<file path="src/rtl/eprisc_mem_arbiter_pkg.sv">
// Shared constants for the EP-RISC test-RAM arbiter: default widths,
// port indices and the ownership state encoding.
package eprisc_mem_arbiter_pkg;

   localparam int ADDR_W_DEF   = 12;
   localparam int DATA_W_DEF   = 32;
   localparam int MAX_LOCK_DEF = 16;

   // Port indices double as bit positions in the two-bit request/grant vectors
   localparam logic PORT_A = 1'b0;
   localparam logic PORT_B = 1'b1;

   typedef enum logic [1:0] {
      ST_FREE  = 2'd0,
      ST_OWN_A = 2'd1,
      ST_OWN_B = 2'd2
   } arbState_t;

endpackage

</file>
<file path="src/rtl/eprisc_rr_pick2.sv">
// Two-input round-robin picker: a lone request wins outright, and on
// contention the port that did not win last time gets the grant.
module eprisc_rr_pick2
   import eprisc_mem_arbiter_pkg::*;
(
   input  logic [1:0] iReq,
   input  logic       iLast,
   output logic [1:0] oGnt
);

   always_comb begin
      oGnt = iReq;
      if (iReq == 2'b11) begin
         oGnt = (iLast == PORT_B) ? 2'b01 : 2'b10;
      end
   end

endmodule

</file>
<file path="src/rtl/eprisc_mem_arbiter.sv">
// Round-robin arbiter sharing one single-port synchronous RAM between a CPU
// port (A) and a debug/DMA port (B), with bounded bus locking.
//
//   state    | meaning
//   ---------+-----------------------------------------------------------
//   ST_FREE  | no owner; round-robin picker decides between A and B
//   ST_OWN_A | A holds a lock; only A may be granted, B stalls
//   ST_OWN_B | B holds a lock; only B may be granted, A stalls
module eprisc_mem_arbiter
   import eprisc_mem_arbiter_pkg::*;
#(
   parameter int ADDR_W   = ADDR_W_DEF,
   parameter int DATA_W   = DATA_W_DEF,
   parameter int MAX_LOCK = MAX_LOCK_DEF
) (
   input  logic              iClk,
   input  logic              iReset,

   input  logic              iReqA,
   input  logic              iWrA,
   input  logic              iLockA,
   input  logic [ADDR_W-1:0] iAddrA,
   input  logic [DATA_W-1:0] iDataA,
   output logic              oGntA,
   output logic              oRdValidA,
   output logic [DATA_W-1:0] oRdDataA,

   input  logic              iReqB,
   input  logic              iWrB,
   input  logic              iLockB,
   input  logic [ADDR_W-1:0] iAddrB,
   input  logic [DATA_W-1:0] iDataB,
   output logic              oGntB,
   output logic              oRdValidB,
   output logic [DATA_W-1:0] oRdDataB,

   output logic [ADDR_W-1:0] oMemAddr,
   output logic [DATA_W-1:0] oMemData,
   output logic              oMemWrite,
   input  logic [DATA_W-1:0] iMemData
);

   localparam int CNT_W = $clog2(MAX_LOCK + 1);
   localparam logic [CNT_W-1:0] LOCK_LIMIT = CNT_W'(MAX_LOCK);

   arbState_t        rState;
   logic             rLast;
   logic [CNT_W-1:0] rLockCnt;
   logic             rRdValidA;
   logic             rRdValidB;

   logic [1:0]       pickGnt;
   logic             gntA;
   logic             gntB;
   logic [CNT_W-1:0] lockNext;
   logic             lockDone;

   eprisc_rr_pick2 uPick (
      .iReq  ({iReqB, iReqA}),
      .iLast (rLast),
      .oGnt  (pickGnt)
   );

   always_comb begin
      gntA = 1'b0;
      gntB = 1'b0;
      case (rState)
         ST_OWN_A: gntA = iReqA;
         ST_OWN_B: gntB = iReqB;
         default: begin
            gntA = pickGnt[PORT_A];
            gntB = pickGnt[PORT_B];
         end
      endcase
   end

   // Count saturates at the limit because reaching it always releases the bus
   assign lockNext = rLockCnt + CNT_W'(1);
   assign lockDone = (lockNext == LOCK_LIMIT);

   always_ff @(posedge iClk or posedge iReset) begin
      if (iReset) begin
         rState    <= ST_FREE;
         rLast     <= PORT_B;
         rLockCnt  <= '0;
         rRdValidA <= 1'b0;
         rRdValidB <= 1'b0;
      end else begin
         rRdValidA <= gntA & ~iWrA;
         rRdValidB <= gntB & ~iWrB;
         case (rState)
            ST_OWN_A: begin
               if (!iReqA || !iLockA || lockDone) begin
                  rState   <= ST_FREE;
                  rLast    <= PORT_A;
                  rLockCnt <= '0;
               end else begin
                  rLockCnt <= lockNext;
               end
            end
            ST_OWN_B: begin
               if (!iReqB || !iLockB || lockDone) begin
                  rState   <= ST_FREE;
                  rLast    <= PORT_B;
                  rLockCnt <= '0;
               end else begin
                  rLockCnt <= lockNext;
               end
            end
            default: begin
               if (gntA) begin
                  rLast <= PORT_A;
                  if (iLockA) begin
                     rState   <= ST_OWN_A;
                     rLockCnt <= CNT_W'(1);
                  end
               end else if (gntB) begin
                  rLast <= PORT_B;
                  if (iLockB) begin
                     rState   <= ST_OWN_B;
                     rLockCnt <= CNT_W'(1);
                  end
               end
            end
         endcase
      end
   end

   assign oGntA     = gntA;
   assign oGntB     = gntB;
   assign oMemWrite = (gntA & iWrA) | (gntB & iWrB);
   assign oMemAddr  = gntA ? iAddrA : (gntB ? iAddrB : '0);
   assign oMemData  = gntA ? iDataA : (gntB ? iDataB : '0);

   assign oRdValidA = rRdValidA;
   assign oRdValidB = rRdValidB;
   assign oRdDataA  = iMemData;
   assign oRdDataB  = iMemData;

endmodule
</file>
<file path="config.mk">
export PLATFORM = sky130hd
export DESIGN_NAME = eprisc_mem_arbiter
export DESIGN_NICKNAME = d
export VERILOG_FILES = /design/src/rtl/eprisc_mem_arbiter_pkg.sv /design/src/rtl/eprisc_rr_pick2.sv /design/src/rtl/eprisc_mem_arbiter.sv
export SDC_FILE = /design/constraint.sdc
export NUM_CORES = 1
export LEC_CHECK = 0
export ABC_AREA = 0
export CORE_ASPECT_RATIO = 1.4
export CORE_MARGIN = 8
export CORE_UTILIZATION = 26
export DETAILED_ROUTE_END_ITERATION = 8
export GPL_ROUTABILITY_DRIVEN = 0
export PLACE_DENSITY_LB_ADDON = 0.05
export SLEW_MARGIN = 40
export SYNTH_ARGS = -nofsm -noshare
export SYNTH_HDL_FRONTEND = slang
export SYNTH_SLANG_ARGS = --single-unit
</file>
<file path="constraint.sdc">
create_clock -name iClk -period 3 [get_ports iClk]
set_input_delay 0.75 -clock iClk [delete_from_list [all_inputs] [get_ports iClk]]
set_output_delay 0.75 -clock iClk [all_outputs]
set_load 0.02 [all_outputs]
</file>
==> impl_metrics.csv <==
group,metric,value,unit
status,status,"completed",
power,ir_drop,444,µV
worst_setup_path,crit_chain,"clkdlybuf4s50_1 > a21boi_4 > buf_4 > a22o_1 > dlygate4sd2_1",
yosys,yosysMostFrequentCell,"buf_4",
yosys,synth_edf_count,0,
sta,hold_ws,0.524,ns
min_path,hold_class,"reg -> reg",
sta,tns,0,ns
sta,hold_viol,0,
clock_tree,clock_sinks,10,
yosys,syn_nets,326,
yosys,synth.cell_area,1640,µm²
worst_setup_path,cp-end-kind,"output port",
clock_tree,htreeDepth,1,
floorplan,num_rows,34,
floorplan,die-area,9160,µm²
clock_tree,clk_path_buf_depth,2,
worst_setup_path,crit_slowest_cell,"clkdlybuf4s50_1",
yosys,synth-seq-cells,10,
worst_setup_path,crit_required,2.25,ns
final_layout,finalNetCount,418,
yosys,ys.flop_type,"dfrtp_1",
sta,rsz0062_at_grt,"no",
run,maxCapViolCount,0,
floorplan,core-area,6170,µm²
yosys,async_flop_share,100,%
sta,max_slew.worst_pin.slew,0.492,ns
detailed_routing,wl_per_cell,20.5,µm
worst_setup_path,crit_path_start_kind,"input port",
sta,maxSlewViolCount,0,
sta,fin_crit,2.96,ns
final_layout,drive_above_1_share,25.3,%
detailed_routing,drt-initial-drc-count,80,
yosys,avgSynthCellArea,8.47,µm²
clock_tree,cts_made_buffers,3,
final_layout,final_util,44.3,%
yosys,synth_top_area_share,29.7,%
global_routing,grt-ovfl-total,0,
global_routing,grt_start_max_net_pins,26,
worst_setup_path,worstSetupPathType,"in -> out",
worst_setup_path,cp_max_fo,9,
clock_tree,clk_latency,0.24,ns
global_routing,grt_antenna_before_repair,0,
worst_setup_path,slowest_delay,0.52,ns
yosys,synth_cell_types,33,
detailed_routing,wl,7330,µm
clock_tree,root_buffer,"clkbuf_8",
clock_tree,tritoncts,"done",
floorplan,die_w,83.2,µm
sta,fin_ws,0.0395,ns
floorplan,start_util,26.7,%
sta,period_share,98.7,%
global_routing,globalRouteTotalUtil,14.5,%
place,port_buffers,144,
detailed_routing,via_count,1749,
detailed_routing,drcViolationCount,0,
final_layout,n_antenna_cell,0,
sta,max_freq,338,MHz
sta,finalClockSkew,0.00455,ns
detailed_routing,ant_nets,0,
sta,max_slew_margin,66.3,%
yosys,yosysWarnings,0,
power,p_leak,1.22,nW
yosys,yosysTopAreaCell,"buf_4",
floorplan,die-height,110,µm
final_layout,area_growth,66.1,%
detailed_routing,viasPerCell,4.90,
place,dpl.hpwl,6040,µm
yosys,seq_area_frac_synth,15.3,%
clock_tree,clk_pin_slew,0.05,ns
yosys,synthTopCellsByArea,"buf_4, a22o_1, dfrtp_1",
global_routing,grt_pass1_wl,10700,µm
power,powerDensity,836,nW/µm²
sta,setup_viol_count_final,0,
floorplan,io_pins,241,
detailed_routing,drt_first_pass_iters,4,
worst_setup_path,arrival,2.21,ns
global_routing,grt_pass1_vias,1803,
power,power.total,0.00228,W
yosys,synth_common_cells,"buf_4, a22o_1, nand2_1",
place,pre_cts_ws,-0.354,ns
yosys,syn_inst,194,
==> sequential cells by signal, indices dropped and copies added (netlist names) <==
register and flops:
rState 2, rLast 1, oRdValidB 1, rLockCnt 5, oRdValidA 1
==> what timing repair did <==
item / in CTS / in global routing
hold buffers: 0 / 0
setup endpoints to repair: 47 / 29
setup buffers: 2 / 0
gates cloned: 1 / 0
gates resized for setup: 127 / 29
==> stage by stage <==
step / std cells / area, µm²
after floorplan: 194 / 1640
after global placement: 350 / 2750
after detailed placement: 350 / 2750
after CTS: 357 / 2900
after global routing: 357 / 2730
final: 357 / 2730
==> routing by layer <==
metal | vias to the layer above | wire [µm] | share of wire, % | track usage (%)
li1 | 831 | - | - | -
met3 | 2 | 734 | 10 | 6.10
met2 | 144 | 3800 | 52 | 26.1
met1 | 772 | 2760 | 38 | 15.5
met4 | 0 | 34 | 0.46 | 3.15
met5 | - | 0 | 0 | 0
==> cell families (layout without fill, tap and decap cells) <==
group	Yosys count	after routing	synth area share, %
xor gates and xnor gates	1	1	0.533
DFF	10	10	15.3
adders and majority gates	4	4	3.04
buffers and inverters	79	170	36.2
muxes	1	1	0.609
AOI/OAI and AO/OA	68	68	34.6
and+or+nand+nor	31	31	9.74
==> cell usage in the layout, fill, tap and decap left out, drive strengths merged <==
cell	count
a211o	1
a21boi	1
a21oi	5
a22o	46
a22oi	1
a31oi	3
a32o	1
and2	2
and2b	1
buf	33
bufbuf	1
clkbuf	17
clkdlybuf4s15	14
clkdlybuf4s50	96
dfrtp	9
dfstp	1
dlygate4sd2	4
ha	4
inv	5
mux2i	1
nand2	10
nand2b	3
nand3	9
nand3b	1
nand4	1
nor2	1
nor2b	3
o211ai	5
o21a	1
o21ai	3
o311a	1
xnor2	1
==> worst paths after layout <==
path / slack, ns / depth (start not counted) / start / endpoint
setup / recovery: 0.04 / 5 / iReqA / oMemWrite
hold / removal: 0.52 / 1 / rLockCnt[2] / rLockCnt[2]
setup reg to reg: 1.11 / 8 / rState[0] / rLockCnt[0]
hold reg to reg: 0.52 / 1 / rLockCnt[2] / rLockCnt[2]
max in group asynchronous: 1.85 / 2 / iReset / rLast
min in group asynchronous: 0.81 / 2 / iReset / oRdValidB
==> critical path: cells and delay by family <==
family                 cells  cell delay, ns
AO/OA/AOI/OAI              2            0.40
buffers and inverters      3            1.06
==> area by class of cell <==
| cell class | count | area [µm²] |
|---|---|---|
| fill | 635 | 3440 |
| timing repair buffer | 161 | 1500 |
| multi-input combinational | 105 | 818 |
| sequential | 10 | 251 |
| tap | 72 | 90.1 |
| clock buffer | 4 | 55.1 |
| inverter | 5 | 18.8 |
==> power by group <==
part	switching, W	internal (W)	leakage, nW
logic	0.00101	0.000887	1.06
registers	0.0000355	0.000181	0.130
clock network	0.0000571	0.000116	0.0288
total	0.00110	0.00118	1.22
Note: power is estimated with default switching activity, not from simulation.
